## src/rtl/serial_tx.sv

```systemverilog
// serial_tx: framed parallel-to-serial transmitter (start, data LSB first, stop).
// Ports: clk, reset (async active-low), tx_valid/tx_data/tx_ready handshake, tx_out line, busy.
module serial_tx #(
  parameter int DATA_W       = 8,
  parameter int CLKS_PER_BIT = 4
) (
  input  logic              clk,
  input  logic              reset,
  input  logic              tx_valid,
  input  logic [DATA_W-1:0] tx_data,
  output logic              tx_ready,
  output logic              tx_out,
  output logic              busy
);

  localparam int CW = (CLKS_PER_BIT > 1) ? $clog2(CLKS_PER_BIT) : 1;
  localparam int BW = (DATA_W > 1) ? $clog2(DATA_W) : 1;
  localparam logic [CW-1:0] CNT_MAX = CW'(CLKS_PER_BIT - 1);
  localparam logic [BW-1:0] BIT_MAX = BW'(DATA_W - 1);

  typedef enum logic [1:0] {
    IDLE,
    START,
    DATA,
    STOP
  } state_e;

  state_e            state_q, state_d;
  logic [CW-1:0]     cnt_q, cnt_d;
  logic [BW-1:0]     bit_q, bit_d;
  logic [DATA_W-1:0] shift_q, shift_d;
  logic              tx_out_q, tx_out_d;
  logic              ready_q, ready_d;
  logic              busy_q, busy_d;
  logic              last_cyc;

  assign last_cyc = (cnt_q == CNT_MAX);

  always_ff @(posedge clk or negedge reset) begin
    if (!reset) begin
      state_q  <= IDLE;
      cnt_q    <= '0;
      bit_q    <= '0;
      shift_q  <= '0;
      tx_out_q <= 1'b1;
      ready_q  <= 1'b1;
      busy_q   <= 1'b0;
    end else begin
      state_q  <= state_d;
      cnt_q    <= cnt_d;
      bit_q    <= bit_d;
      shift_q  <= shift_d;
      tx_out_q <= tx_out_d;
      ready_q  <= ready_d;
      busy_q   <= busy_d;
    end
  end

  always_comb begin
    state_d = state_q;
    cnt_d   = cnt_q;
    bit_d   = bit_q;
    shift_d = shift_q;
    unique case (state_q)
      IDLE: begin
        if (tx_valid && ready_q) begin
          shift_d = tx_data;
          cnt_d   = '0;
          bit_d   = '0;
          state_d = START;
        end
      end
      START: begin
        if (last_cyc) begin
          cnt_d   = '0;
          state_d = DATA;
        end else begin
          cnt_d = cnt_q + CW'(1);
        end
      end
      DATA: begin
        if (last_cyc) begin
          cnt_d   = '0;
          shift_d = shift_q >> 1;
          if (bit_q == BIT_MAX) begin
            bit_d   = '0;
            state_d = STOP;
          end else begin
            bit_d = bit_q + BW'(1);
          end
        end else begin
          cnt_d = cnt_q + CW'(1);
        end
      end
      STOP: begin
        if (last_cyc) begin
          cnt_d   = '0;
          state_d = IDLE;
        end else begin
          cnt_d = cnt_q + CW'(1);
        end
      end
      default: state_d = IDLE;
    endcase
  end

  // Outputs are registered, so they are decoded from the next state.
  // In DATA the line carries bit 0 of the next shift value.
  always_comb begin
    tx_out_d = 1'b1;
    ready_d  = 1'b0;
    busy_d   = 1'b1;
    unique case (state_d)
      IDLE: begin
        ready_d = 1'b1;
        busy_d  = 1'b0;
      end
      START:   tx_out_d = 1'b0;
      DATA:    tx_out_d = shift_d[0];
      STOP:    tx_out_d = 1'b1;
      default: tx_out_d = 1'b1;
    endcase
  end

  assign tx_out   = tx_out_q;
  assign tx_ready = ready_q;
  assign busy     = busy_q;

endmodule

```

## config.mk

```make
export PLATFORM = sky130hd
export DESIGN_NAME = serial_tx
export DESIGN_NICKNAME = d
export VERILOG_FILES = /design/src/rtl/serial_tx.sv
export SDC_FILE = /design/constraint.sdc
export NUM_CORES = 1
export LEC_CHECK = 0
export BUFFER_PORTS_ARGS = -buffer_cell sky130_fd_sc_hd__buf_2
export CORE_UTILIZATION = 41
export CTS_BUF_LIST = sky130_fd_sc_hd__clkbuf_8
export DETAILED_ROUTE_END_ITERATION = 16
export GPL_TIMING_DRIVEN = 1
export HOLD_SLACK_MARGIN = 0.15
export PLACE_DENSITY_LB_ADDON = 0.12
export SLEW_MARGIN = 10
export SYNTH_ARGS = -nofsm -noshare
export SYNTH_HDL_FRONTEND = slang
export SYNTH_SLANG_ARGS = --single-unit
```

## constraint.sdc

```tcl
create_clock -name clk -period 3.9 [get_ports clk]
set_clock_uncertainty 0.1 [all_clocks]
set_input_delay 0.585 -clock clk [delete_from_list [all_inputs] [get_ports clk]]
set_output_delay 0.585 -clock clk [all_outputs]
set_load 0.02 [all_outputs]
```

==> flow_summary.yaml <==
run_status:
  status: "finished clean"
place:
  gp_congestion: 0.6761
  place.detailed.hpwl_um: 994.8
  io_buffers: 13
  dp_cells: 107
  place_ws_ns: 2.119
pwr:
  combPwrFrac: 0.348
  power_density_mw_per_mm2: 732.3
  swShare: 0.3500
  p_clk_frac: 0.180
  p_leak_nw: 0.5011
  peakVddDrop_uv: 339.9
  p_sw_mw: 0.2495
  seqPwrFrac: 0.472
  internal_power_mw: 0.4634
timing:
  worst_pin_slew_ns: 0.5206
  max_freq_mhz: 558.4
  fin_tns_setup_ns: 0
  rsz0062_at_grt: "no"
  hold_slack_ns: 0.1526
  drv_slew: 0
  slew_headroom: 0.6529
  setup_slack_ns: 2.109
  setup_viol: 0
  min_period_ns: 1.791
  final_min_period_over_clock_period: 0.4592
  hold_viol_final: 0
global_routing:
  grt_remaining_overflow: 0
  grt_max_degree: 19
  grt_pass1_vias: 544
  grt_usage: 0.1482
  grt_pass1_wl_um: 2332
  antenna_found_initial: 0
die:
  io_pins: 14
  die_y_um: 47.99
  dieArea_mm2: 0.002303
  core_area_mm2: 0.001982
  die_w_um: 47.99
  fp-row-count: 16
  initial_core_util: 0.4375
synth:
  synth_cell_types: 27
  synth_edf_count: 0
  yosysSeqAreaShare: 0.5224
  postSynth.asyncResetShare: 1.000
  netlist_area_um2: 867.1
  synth_top_family_by_area: "compound AO/OA/AOI/OAI gates"
  synth-xor-area-share: 0.01010
  synthMuxAreaShare: 0
  synth_cells: 72
  synth-seq-cells: 18
  syn_nets: 86
  yosys_warnings: 0
  synth_compound_area_frac: 0.2496
  synthSimpleGateAreaFrac: 0.1270
  synthAdderAreaFrac: 0.04329
  ys.flop_type: "dfrtp_1"
  avgSynthCellArea_um2: 12.04
detailed_routing:
  via_per_inst: 5.423
  drt_iter0_drc: 15
  antenna_left: 0
  wl_per_cell_um: 12.95
  vias: 602
  drc: 0
  dr.pass1.iters: 4
  wl_um: 1437
clocking:
  root_buffer: "clkbuf_8"
  cts.hold.buffers_added: 0
  ctsResizeCount: 0
  clock_sinks: 18
  htreeDepth: 1
  cts_setup_buffers: 0
  clk_path_buf_depth: 2
  cts_buffers: 3
  cts_tree: "done"
  clock_latency_ns: 0.25
  clkTransAtPathRegs_ns: 0.07
layout:
  diodes: 0
  nFillCells: 182
  nets: 99
  mostFrequentLayoutCell: "dfrtp_1"
  drive_above_1_share: 0.2500
  area_delta_synth_final_pct: 12.27
  final_cells: 111
  final_cell_mix: "dfrtp_1 (16), buf_2 (13), a22o_1 (10)"
critical_path:
  crit_fanout: 10
  reg2reg_depth: 4
  path_class: "flop to flop"
  required_ns: 3.94
  arrival_ns: 1.83
  endpoint_kind: "flop"
  start_kind: "flop"
hold_path:
  worstHoldPathType: "primary input to asynchronous set/reset pin"
job:
  max-cap-violations: 0
-- sequential cells by signal, indices dropped and copies added (netlist names) --
name / count
tx_ready: 1
state_q: 2
shift_q: 8
cnt_q: 2
busy: 1
tx_out: 1
bit_q: 3
-- through the flow --
step / cell area [µm²] / utilization / total power, mW
global route: 973.4 / 0.4912 / 0.7659
floorplan: 867.1 / - / 0.5392
finish: 973.4 / 0.4912 / 0.7129
CTS: 973.4 / 0.4912 / 0.7188
detailed placement: 928.4 / 0.4684 / 0.5886
global placement: 928.4 / 0.4684 / 0.5868
-- layout make-up --
cell class	count	area, µm²	share of cell area
flip-flops and latches	18	452.9	0.4653
clock buffers	3	41.29	0.04242
clock inverters	1	3.754	0.003856
repair buffers	13	65.06	0.06684
well taps	27	33.78	0.03470
multi-input cells	48	372.9	0.3830
inverters	1	3.754	0.003856
-- synthesized netlist by cell type (2+ instances only) --
master	instances	area [µm²]
dfrtp_1	16	400.4
a22o_1	10	87.58
a21o_1	6	45.04
nand2_1	6	22.52
buf_2	3	15.01
ha_1	3	37.54
a21oi_1	2	10.01
a31oi_1	2	12.51
and3b_1	2	17.52
buf_6	2	22.52
dfstp_2	2	52.55
nor2_1	2	7.510
o21ai_0	2	10.01
-- path summary, 6_finish.rpt --
path	start	to	slack (ns)
min in group clk	shift_q[2]	shift_q[2]	0.38
min reg2reg	shift_q[2]	shift_q[2]	0.38
max	cnt_q[0]	bit_q[0]	2.11
min	reset	bit_q[1]	0.15
max reg2reg	cnt_q[0]	bit_q[0]	2.11
max in group asynchronous	reset	tx_ready	3.23
-- worst max-delay path: stages, from the launching register on --
cell,delay (ns)
dfrtp_1,0.38
ha_1,0.33
and3b_1,0.55
nor2_8,0.08
a22o_1,0.24
-- cells by family after synthesis --
logic type | after synthesis
buf+inv | 6
fa+ha+maj | 3
flops | 18
simple gates | 16
xor+xnor | 1
compound gates | 28
-- metal layers --
metal,part of all wire,track usage
met5,0,0
met1,0.52,0.2225
met3,0.044,0.03396
met4,0.0097,0.06667
met2,0.43,0.2000
-- power by group through the flow --
| stage | sequential (mW) | combinational [mW] | clock [mW] |
|---|---|---|---|
| finish | 0.336 | 0.248 | 0.128 |
| global route | 0.349 | 0.278 | 0.138 |
| CTS | 0.336 | 0.251 | 0.132 |
| detailed placement | 0.339 | 0.250 | 0 |
| global placement | 0.338 | 0.249 | 0 |
| floorplan | 0.325 | 0.214 | 0 |
(Power assumes the default switching activity.)
